File: src/rtl/conv3x3_stream_ctrl_if.sv
// Handshake/bus bundle for conv3x3_stream_ctrl: weight load, addressed input
// buffer writes, start/status and the valid/ready result stream.
interface conv3x3_stream_ctrl_if #(
  parameter int DW  = 8,
  parameter int IMG = 4
);
  localparam int AW = $clog2(IMG*IMG);
  localparam int CW = (IMG < 3) ? 1 : $clog2(IMG);

  logic            i_start;
  logic            i_weight_load;
  logic [9*DW-1:0] i_w_flat;
  logic            i_in_we;
  logic [AW-1:0]   i_in_addr;
  logic [DW-1:0]   i_in_data;
  logic [DW-1:0]   o_out_data;
  logic            o_out_valid;
  logic            i_out_ready;
  logic [CW-1:0]   o_out_row;
  logic [CW-1:0]   o_out_col;
  logic            o_out_last;
  logic            o_busy;
  logic            o_done;

  modport master (
    output i_start, i_weight_load, i_w_flat, i_in_we, i_in_addr, i_in_data, i_out_ready,
    input  o_out_data, o_out_valid, o_out_row, o_out_col, o_out_last, o_busy, o_done
  );

  modport slave (
    input  i_start, i_weight_load, i_w_flat, i_in_we, i_in_addr, i_in_data, i_out_ready,
    output o_out_data, o_out_valid, o_out_row, o_out_col, o_out_last, o_busy, o_done
  );
endinterface

File: src/rtl/conv3x3_stream_ctrl.sv
// 3x3 convolution controller over an IMG x IMG buffer with a streamed result port.
// Optional CONV_RELU_EN: clamp two's-complement negative sums to zero.
module sa3x3 #(
  parameter int DW = 8
) (
  input  logic            clk,
  input  logic            rst,
  input  logic            clear,
  input  logic            weight_load,
  input  logic [9*DW-1:0] w_flat,
  input  logic [DW-1:0]   act_in1,
  input  logic [DW-1:0]   act_in2,
  input  logic [DW-1:0]   act_in3,
  input  logic [DW-1:0]   psum_in1,
  input  logic [DW-1:0]   psum_in2,
  input  logic [DW-1:0]   psum_in3,
  output logic [DW-1:0]   psum_out1,
  output logic [DW-1:0]   psum_out2,
  output logic [DW-1:0]   psum_out3
);
  // r_w[i][j] = w_(i+1)(j+1); packed order matches the row-major w_flat layout
  logic [2:0][2:0][DW-1:0] r_w;
  logic [2:0][DW-1:0]      r_a1, r_a2;
  logic [2:0][DW-1:0]      w_act, w_pin, w_pout;

  assign w_act = {act_in3, act_in2, act_in1};
  assign w_pin = {psum_in3, psum_in2, psum_in1};

  always_ff @(posedge clk)
    if (weight_load) r_w <= w_flat;

  // Each lane is one window column; rows arrive bottom-first, so after three
  // beats the live input is row 0, r_a1 row 1 and r_a2 row 2.
  always_ff @(posedge clk or posedge rst)
    if (rst) begin
      r_a1 <= '0;
      r_a2 <= '0;
    end else begin
      r_a1 <= w_act;
      r_a2 <= clear ? '0 : r_a1;
    end

  for (genvar j = 0; j < 3; j++) begin : g_col
    assign w_pout[j] = w_pin[j] + r_w[0][j]*w_act[j] + r_w[1][j]*r_a1[j] + r_w[2][j]*r_a2[j];
  end

  assign psum_out1 = w_pout[0];
  assign psum_out2 = w_pout[1];
  assign psum_out3 = w_pout[2];
endmodule

module conv3x3_stream_ctrl #(
  parameter int DW  = 8,
  parameter int IMG = 4
) (
  input logic                clk,
  input logic                rst,
  conv3x3_stream_ctrl_if.slave bus
);
  localparam int OS = IMG - 2;
  localparam int AW = $clog2(IMG*IMG);
  localparam int CW = (IMG < 3) ? 1 : $clog2(IMG);
  localparam logic [CW-1:0] LAST = CW'(OS-1);
  localparam logic [AW:0]   NPIX = (AW+1)'(IMG*IMG);

  typedef enum logic [2:0] {S_IDLE, S_FEED1, S_FEED2, S_FEED3, S_OUT, S_DONE} state_t;

  state_t             r_state;
  logic [CW-1:0]      r_r, r_c, r_out_row, r_out_col;
  logic [DW-1:0]      r_out_data;
  logic               r_out_valid, r_out_last, r_busy, r_done;
  logic [DW-1:0]      r_mem [IMG*IMG];

  logic               w_feed, w_clear;
  logic [1:0]         w_row;
  logic [2:0][AW-1:0] w_addr;
  logic [2:0][DW-1:0] w_act;
  logic [DW-1:0]      w_p1, w_p2, w_p3, w_sum, w_res;

  always_ff @(posedge clk)
    if (bus.i_in_we && !r_busy && ({1'b0, bus.i_in_addr} < NPIX))
      r_mem[bus.i_in_addr] <= bus.i_in_data;

  always_comb begin
    w_feed = 1'b0;
    w_row  = 2'd0;
    case (r_state)
      S_FEED1: begin w_feed = 1'b1; w_row = 2'd2; end
      S_FEED2: begin w_feed = 1'b1; w_row = 2'd1; end
      S_FEED3: begin w_feed = 1'b1; w_row = 2'd0; end
      default: ;
    endcase
  end

  assign w_clear = (r_state == S_IDLE) || (r_state == S_FEED1);

  for (genvar j = 0; j < 3; j++) begin : g_lane
    assign w_addr[j] = AW'((int'(r_r) + int'(w_row)) * IMG + int'(r_c) + j);
    assign w_act[j]  = w_feed ? r_mem[w_addr[j]] : '0;
  end

  sa3x3 #(.DW(DW)) u_sa (
    .clk(clk), .rst(rst), .clear(w_clear),
    .weight_load(bus.i_weight_load), .w_flat(bus.i_w_flat),
    .act_in1(w_act[0]), .act_in2(w_act[1]), .act_in3(w_act[2]),
    .psum_in1({DW{1'b0}}), .psum_in2({DW{1'b0}}), .psum_in3({DW{1'b0}}),
    .psum_out1(w_p1), .psum_out2(w_p2), .psum_out3(w_p3)
  );

  assign w_sum = w_p1 + w_p2 + w_p3;
`ifdef CONV_RELU_EN
  assign w_res = w_sum[DW-1] ? '0 : w_sum;
`else
  assign w_res = w_sum;
`endif

  always_ff @(posedge clk or posedge rst)
    if (rst) begin
      r_state     <= S_IDLE;
      r_r         <= '0;
      r_c         <= '0;
      r_out_row   <= '0;
      r_out_col   <= '0;
      r_out_data  <= '0;
      r_out_valid <= 1'b0;
      r_out_last  <= 1'b0;
      r_busy      <= 1'b0;
      r_done      <= 1'b0;
    end else begin
      r_done <= 1'b0;
      case (r_state)
        S_IDLE:
          if (bus.i_start) begin
            r_state <= S_FEED1;
            r_busy  <= 1'b1;
            r_r     <= '0;
            r_c     <= '0;
          end
        S_FEED1: r_state <= S_FEED2;
        S_FEED2: r_state <= S_FEED3;
        S_FEED3: begin
          r_state     <= S_OUT;
          r_out_data  <= w_res;
          r_out_row   <= r_r;
          r_out_col   <= r_c;
          r_out_last  <= (r_r == LAST) && (r_c == LAST);
          r_out_valid <= 1'b1;
        end
        S_OUT:
          if (bus.i_out_ready) begin
            r_out_valid <= 1'b0;
            r_out_last  <= 1'b0;
            if (r_out_last) begin
              r_state <= S_DONE;
              r_done  <= 1'b1;
              r_busy  <= 1'b0;
              r_r     <= '0;
              r_c     <= '0;
            end else begin
              r_state <= S_FEED1;
              if (r_c == LAST) begin
                r_c <= '0;
                r_r <= r_r + 1'b1;
              end else begin
                r_c <= r_c + 1'b1;
              end
            end
          end
        S_DONE:  r_state <= S_IDLE;
        default: r_state <= S_IDLE;
      endcase
    end

  assign bus.o_out_data  = r_out_data;
  assign bus.o_out_valid = r_out_valid;
  assign bus.o_out_row   = r_out_row;
  assign bus.o_out_col   = r_out_col;
  assign bus.o_out_last  = r_out_last;
  assign bus.o_busy      = r_busy;
  assign bus.o_done      = r_done;
endmodule

File: src/flat_wrapper.sv
// flat-port wrapper written by rule: the top's interface ports become plain ports
module conv3x3_stream_ctrl_flat 
#(
  parameter int DW  = 8,
  parameter int IMG = 4
)
  (clk, rst, bus_i_start, bus_i_weight_load, bus_i_w_flat, bus_i_in_we, bus_i_in_addr, bus_i_in_data, bus_i_out_ready, bus_o_out_data, bus_o_out_valid, bus_o_out_row, bus_o_out_col, bus_o_out_last, bus_o_busy, bus_o_done);
  conv3x3_stream_ctrl_if #(.DW(DW), .IMG(IMG)) bus_i ();
  input logic clk;
  input logic rst;
  input wire logic [$bits(bus_i.i_start)-1:0] bus_i_start;
  input wire logic [$bits(bus_i.i_weight_load)-1:0] bus_i_weight_load;
  input wire logic [$bits(bus_i.i_w_flat)-1:0] bus_i_w_flat;
  input wire logic [$bits(bus_i.i_in_we)-1:0] bus_i_in_we;
  input wire logic [$bits(bus_i.i_in_addr)-1:0] bus_i_in_addr;
  input wire logic [$bits(bus_i.i_in_data)-1:0] bus_i_in_data;
  input wire logic [$bits(bus_i.i_out_ready)-1:0] bus_i_out_ready;
  output wire logic [$bits(bus_i.o_out_data)-1:0] bus_o_out_data;
  output wire logic [$bits(bus_i.o_out_valid)-1:0] bus_o_out_valid;
  output wire logic [$bits(bus_i.o_out_row)-1:0] bus_o_out_row;
  output wire logic [$bits(bus_i.o_out_col)-1:0] bus_o_out_col;
  output wire logic [$bits(bus_i.o_out_last)-1:0] bus_o_out_last;
  output wire logic [$bits(bus_i.o_busy)-1:0] bus_o_busy;
  output wire logic [$bits(bus_i.o_done)-1:0] bus_o_done;
  assign bus_i.i_start = bus_i_start;
  assign bus_i.i_weight_load = bus_i_weight_load;
  assign bus_i.i_w_flat = bus_i_w_flat;
  assign bus_i.i_in_we = bus_i_in_we;
  assign bus_i.i_in_addr = bus_i_in_addr;
  assign bus_i.i_in_data = bus_i_in_data;
  assign bus_i.i_out_ready = bus_i_out_ready;
  assign bus_o_out_data = bus_i.o_out_data;
  assign bus_o_out_valid = bus_i.o_out_valid;
  assign bus_o_out_row = bus_i.o_out_row;
  assign bus_o_out_col = bus_i.o_out_col;
  assign bus_o_out_last = bus_i.o_out_last;
  assign bus_o_busy = bus_i.o_busy;
  assign bus_o_done = bus_i.o_done;
  conv3x3_stream_ctrl #(.DW(DW), .IMG(IMG)) u_core (.clk(clk), .rst(rst), .bus(bus_i));
endmodule
File: config.mk
export PLATFORM = sky130hd
export DESIGN_NAME = conv3x3_stream_ctrl_flat
export DESIGN_NICKNAME = d
export VERILOG_FILES = /design/src/rtl/conv3x3_stream_ctrl_if.sv /design/src/rtl/conv3x3_stream_ctrl.sv /design/src/flat_wrapper.sv
export SDC_FILE = /design/constraint.sdc
export NUM_CORES = 1
export LEC_CHECK = 0
export CORE_MARGIN = 8
export CORE_UTILIZATION = 46
export CTS_CLUSTER_DIAMETER = 100
export DETAILED_ROUTE_END_ITERATION = 10
export HOLD_SLACK_MARGIN = 0.03
export PLACE_DENSITY = 0.71
export SYNTH_ARGS = -nofsm -noshare
export SYNTH_HDL_FRONTEND = slang
export SYNTH_SLANG_ARGS = --single-unit
File: constraint.sdc
create_clock -name clk -period 13.3 [get_ports clk]
set_input_delay 2.66 -clock clk [delete_from_list [all_inputs] [get_ports clk]]
set_output_delay 2.66 -clock clk [all_outputs]
set_load 0.01 [all_outputs]
# Word level (Yosys, flattened, before mapping)

Memories as Yosys holds them, arrays and structs flattened.
Index checks and enable logic that the tools add are counted.

Bits in registers: 143
Memory bits (writable): 128
Memories kept: 1

Memory list:

| name         | depth | bits a word | read ports | clocked after memory_dff | wr ports | line                      | source |
|---|---|---|---|---|---|---|---|
| u_core.r_mem | 16    | 8           | 3          | 0                        | 1        | conv3x3_stream_ctrl.sv:72 | `logic [DW-1:0] r_mem [IMG*IMG];` |

Add/sub/neg operators: 14
$mul: 9
Equal/unequal tests: 10
Reduce and logical (&&, ||, !) cells: 13
Multiplexer cells: 31

Operator list:

| operator              | number |
|---|---|
| $mul A8 B8 Y8         | 9 |
| $add A8 B8 Y8         | 8 |
| $mux W24              | 1 |
| $mux W8               | 3 |
| $pmux W3 S5           | 1 |
| $mux W2               | 7 |
| $pmux W2 S2           | 3 |
| $mux W1               | 10 |
| $mux W3               | 3 |
| $reduce_and A4 Y1     | 2 |
| $eq A3 B2 Y1 const B  | 2 |
| $pmux W1 S2           | 3 |
| $add A2 B1 Y2 const B | 2 |
| $add A4 B2 Y4 const B | 1 |
| $add A4 B3 Y4         | 1 |
| $add A4 B3 Y4 const B | 1 |
| $eq A2 B1 Y1 const B  | 2 |
| $ne A2 B2 Y1 const B  | 2 |
| $reduce_and A2 Y1     | 2 |
| $reduce_bool A2 Y1    | 2 |
| $eq A3 B1 Y1 const B  | 1 |
| $eq A3 B3 Y1 const B  | 1 |
| $logic_not A3 Y1      | 1 |
| $ne A3 B1 Y1 const B  | 1 |
| 7 further kinds       | 8 |

# Longest topological paths before layout

An unclocked memory read counts as a cell.

Depth in word-level cells: 12
Depth in mapped cells: 44

# Hierarchy

From an unflattened synthesis, not the netlist that was laid out.

Cells, all modules: 1748
Area total of the unflattened synthesis: 21705.8 µm²

By module, submodules not included:

| module              | cells an instance | times used | area each (µm²) |
|---|---|---|---|
| sa3x3               | 1244              | 1          | 13093.8 |
| conv3x3_stream_ctrl | 504               | 1          | 8612.0 |

# Worst setup path after synthesis

No wires, ideal clock.

Path kind: register to register
From: register u_core.r_state[2]
To: register u_core.r_out_data[7], in the netlist u_core.bus.o_out_data[7]
Arrival time: 10083 ps
Path slack: 3140 ps
Required time: 13223 ps
Stages on the path, launching flop included: 40
Buffers on the path: 6
Setup time: 77 ps
Period minus slack after synthesis: 10160 ps
Cells stage by stage: dfrtp_1 clkbuf_1 nor3b_1 ha_1 ha_1 buf_2 buf_4 buf_2 buf_2 mux4_2 mux4_2 and2_1 clkbuf_1 nand2_1 fa_1 inv_1 ha_1 inv_1 [4 not listed] inv_1 fa_1 inv_1 fa_1 fa_1 fa_1 inv_1 fa_1 inv_1 ha_1 a21o_1 a21oi_1 xnor2_1 xnor2_1 xnor2_1 xnor3_1 xnor3_1 o21ai_1

Elaborated cells between the ends (all ways): 25
Classes of those cells: 12 x add/sub; 3 x mul; 3 x eq/ne; 5 x mux; 1 x reduce/logical; 1 x memory

RTL lines:

| item                                                | line                       | source |
|---|---|---|
| start, declared                                     | conv3x3_stream_ctrl.sv:68  | `state_t r_state;` |
| start signal, assigned                              | conv3x3_stream_ctrl.sv:119 | `r_state <= S_IDLE;` |
| start signal, assigned                              | conv3x3_stream_ctrl.sv:134 | `r_state <= S_FEED1;` |
| start signal, assigned                              | conv3x3_stream_ctrl.sv:139 | `S_FEED1: r_state <= S_FEED2;` |
| $eq A3 B2 Y1 / $eq A3 B1 Y1 (equally long branches) | conv3x3_stream_ctrl.sv:87  | `case (r_state)` |
| $pmux W2 S2                                         | conv3x3_stream_ctrl.sv:87  |  |
| $add A2 B2 Y2                                       | conv3x3_stream_ctrl.sv:98  | `assign w_addr[j] = AW'((int'(r_r) + int'(w_row)) * IMG + int'(r_c) + j);` |
| $add A4 B3 Y4 (2 in a row)                          | conv3x3_stream_ctrl.sv:98  |  |
| $mem_v2 Z16 W8                                      | --                         |  |
| $mux W8 *                                           | conv3x3_stream_ctrl.sv:99  | `assign w_act[j] = w_feed ? r_mem[w_addr[j]] : '0;` |
| named net u_core.u_sa.act_in3[1]                    | conv3x3_stream_ctrl.sv:13  | `input logic [DW-1:0] act_in3,` |
| $mul A8 B8 Y8 *                                     | conv3x3_stream_ctrl.sv:44  | `assign w_pout[j] = w_pin[j] + r_w[0][j]*w_act[j] + r_w[1][j]*r_a1[j] + r_w[2][j]*r_a2[j];` |
| $add A8 B8 Y8 * (2 in a row)                        | conv3x3_stream_ctrl.sv:44  |  |
| $add A8 B8 Y8 *                                     | conv3x3_stream_ctrl.sv:110 | `assign w_sum = w_p1 + w_p2 + w_p3;` |
| end signal, assigned                                | conv3x3_stream_ctrl.sv:143 | `r_out_data <= w_res;` |
| end, declared                                       | conv3x3_stream_ctrl.sv:70  | `logic [DW-1:0] r_out_data;` |

The timed path passes the listed nets; every way through them passes the cells marked *.
A chain may end at the register's enable or synchronous reset.

# Worst setup path in the final report

From: register u_core.r_state[1]
To: register u_core.r_out_data[7], in the netlist u_core.bus.o_out_data[7]

Longest elaborated chain between the ends: 12
Elaborated cells between the ends (all ways): 25
Classes of those cells: 12 x add/sub; 3 x mul; 3 x eq/ne; 5 x mux; 1 x reduce/logical; 1 x memory

RTL lines:

| item                                                | line |
|---|---|
| $eq A3 B2 Y1 / $eq A3 B1 Y1 (equally long branches) | conv3x3_stream_ctrl.sv:87 |
| $pmux W2 S2                                         | conv3x3_stream_ctrl.sv:87 |
| $add A2 B2 Y2                                       | conv3x3_stream_ctrl.sv:98 |
| $add A4 B3 Y4                                       | conv3x3_stream_ctrl.sv:98 |
| $add A4 B2 Y4                                       | conv3x3_stream_ctrl.sv:98 |
| $mem_v2 Z16 W8                                      | -- |
| $mux W8                                             | conv3x3_stream_ctrl.sv:99 |
| $mul A8 B8 Y8                                       | conv3x3_stream_ctrl.sv:44 |
| $add A8 B8 Y8 (2 in a row)                          | conv3x3_stream_ctrl.sv:44 |
| $add A8 B8 Y8 (2 in a row)                          | conv3x3_stream_ctrl.sv:110 |

Several ways; a longest one is shown, not always the timed one.

==> results.md <==
* Minimum clock period at 10,830 ps
* Num CTS Buffers at 31
* RSZ-0062 raised after global routing: false
* Worst Tran Pin Value at 1079 ps
* Clock sinks at 271
* Post-Route Setup TNS at 0 ps
* Worst Path Class, Setup: reg -> reg
* HPWL Detailed at 40,120 um
* Drt wl/cell at 21.89 um
* Clock Tree Buf Depth at 3
* Setup crit end kind: flop
* Synth Instances at 1,599
* Chip Height at 229.5 um
* Top cells by area, synth: edfxtp_1, fa_1, ha_1
* CTS clock-pin slew for the worst setup and hold paths at 60 ps
* Drt via density at 5.370
* Setup bufs post-CTS at 0
* Syn Area/Cell at 13.11 um^2
* Sequential fraction of the synthesis area at 37.13%
* CTS HTree Levels at 1
* RePlAce Congestion at 0.9247
* Req. time, crit path at 13,790 ps
* Peak Freq at 0.09231 GHz
* Post-synth top cells: inv_1, edfxtp_1, fa_1, and2_1, nand2_1
* Crit Path Max Fanout at 18
* DRC at 0
* Clock latency on the worst-skew pair at 600 ps
* Final Max Tran Viols at 0
* Post-CTS sizing at 0
* Mapped Nets at 2,010
* CTS tree: done
* Layout cells sized above 1 at 10.07%
* Crit path largest cell delay at 750 ps
* GRT overflow at 0
* Setup crit start kind: flop
* Largest net degree at the start of global routing at 73
* Final setup vio count at 0
* Crit path DAT at 11,330 ps
* Antenna Violating Nets Remaining at 0
* Clock root buffer: clkbuf_16
* Post-synth EDFFs at 200
* Final period utilization at 81.45%
* Cell Area, Synth at 20,960 um^2
* Starting density of the core at 46.39%
* Synth Register Bits at 271
* Max_cap viols at 0
* Placed cell count at 2,280
* Distinct cells, synth at 51
* # rows at 78
* Vias at 12,555
* Most instantiated library cell after synthesis: inv_1
* Core area at 45,190 um^2
* First-pass GRT wire length at 79,960 um
* Synth Flop Type: edfxtp_1
* Area grow syn2layout at 12.61%
* Hold/Removal Path Class: reg -> reg
* Final WL at 51,190 um
* Port bufs at 105
* Final hold vios at 0
* Hold slack at 477.2 ps
* Top-area cell type share of the netlist area at 28.65%
* Hold_buf cts at 0
* Outcome: complete, no violations
* Vias in the first global route at 13,607
* Dominant cell type by area after synthesis: edfxtp_1
* Final non-filler cell total at 2,338
* Die X-Extent at 229.5 um
* Yosys warning count at 0
* I/O pin cnt at 106
* Crit-path slowest cell: ha_1
* Initial antenna violation count at 1
* DR iter-0 viols at 930
* Iteration count of the initial detailed-routing pass at 5
* Most used cell, CP: fa_1
* Die Footprint at 52,650 um^2
* Ys async rst share at 26.20%
* # diodes at 0
* Layout Nets at 2,124
* Worst Clk Skew at 22.76 ps
* Slew margin rel. at 27.82%
* GRT Overall Usage at 19.63%
## layout make-up
class | instances | area, um^2
repair buffers | 124 | 1191
inverters | 224 | 842.1
flip-flops and latches | 271 | 7787
clock buffers | 38 | 823.3
fillers | 3766 | 21580
multi-input cells | 1061 | 12040
clock inverters | 20 | 167.7
well taps | 600 | 750.7
## worst paths after layout
| check | start | to | slack [ps] | depth (start not counted) |
|---|---|---|---|---|
| max | u_core.r_state[1] | u_core.bus.o_out_data[7] | 2470 | 35 |
| min | u_core.bus.o_out_data[6] | u_core.bus.o_out_data[6] | 480 | 2 |
| max reg2reg | u_core.r_state[1] | u_core.bus.o_out_data[7] | 2470 | 35 |
| min reg2reg | u_core.bus.o_out_data[6] | u_core.bus.o_out_data[6] | 480 | 2 |
| max in group asynchronous | rst | u_core.r_c[0] | 9910 | 3 |
| min in group asynchronous | rst | u_core.bus.o_out_data[6] | 2680 | 3 |
## sequential cells by signal (all words and copies together), names as in the netlist, 3 cells and up
signal / flops
u_core.u_sa.r_a2: 24
u_core.u_sa.r_w: 72
u_core.r_state: 3
u_core.r_mem: 128
u_core.u_sa.r_a1: 24
u_core.bus.o_out_data: 8
## critical path, delay by kind of cell, from the launching register on
family / cells / cell delay [ps]
buffers and inverters: 9 / 1050
AO/OA/AOI/OAI: 3 / 470
multiplexers: 2 / 1070
AND/OR/NAND/NOR: 3 / 610
flip-flops: 1 / 540
XOR/XNOR: 5 / 1200
adder cells (fa/ha/maj): 13 / 5780
## cells in the final DEF, fill, tap and decap left out, drive strengths merged, types with 6 or more instances in the layout
| cell type | count |
|---|---|
| nor2b | 29 |
| and2 | 162 |
| dfrtp | 71 |
| edfxtp | 200 |
| ha | 149 |
| nor2 | 32 |
| a211oi | 10 |
| nor3 | 6 |
| o21ai | 12 |
| nand2 | 158 |
| mux2i | 16 |
| clkinv | 9 |
| clkdlybuf4s50 | 104 |
| inv | 232 |
| xor2 | 24 |
| mux4 | 111 |
| xnor2 | 108 |
| and3 | 32 |
| fa | 172 |
| xnor3 | 8 |
| buf | 20 |
| clkbuf | 38 |
## metrics by stage
stage	instance area [um^2]	setup WS, ps	util, %
detailed placement	22610	2451	50.04
floorplan	20960	3140	-
CTS	23600	2419	52.23
global route	23600	1925	52.23
finish	23600	2467	52.23
global placement	22610	2602	50.04
## logic make-up after synthesis
group                      count (synthesis)  share of synthesized area [%]
AOI/OAI and AO/OA                         30                          1.027
xor gates and xnor gates                 142                          6.650
adders and majority gates                321                          25.32
buffers and inverters                    267                          5.546
DFF                                      271                          37.13
muxes                                    132                          13.51
and+or+nand+nor                          436                          10.81
## per-layer routing
metal	vias up	track usage (%)	wire, um
li1	5649	-	-
met1	6416	24.94	20710
met2	399	34.48	26250
met3	91	2.892	2588
met4	0	5.758	1630
met5	-	0	0
Power is left out: the tool's default activity adds up to more than one toggle a clock period on the data nets, which glitch-free logic cannot reach.
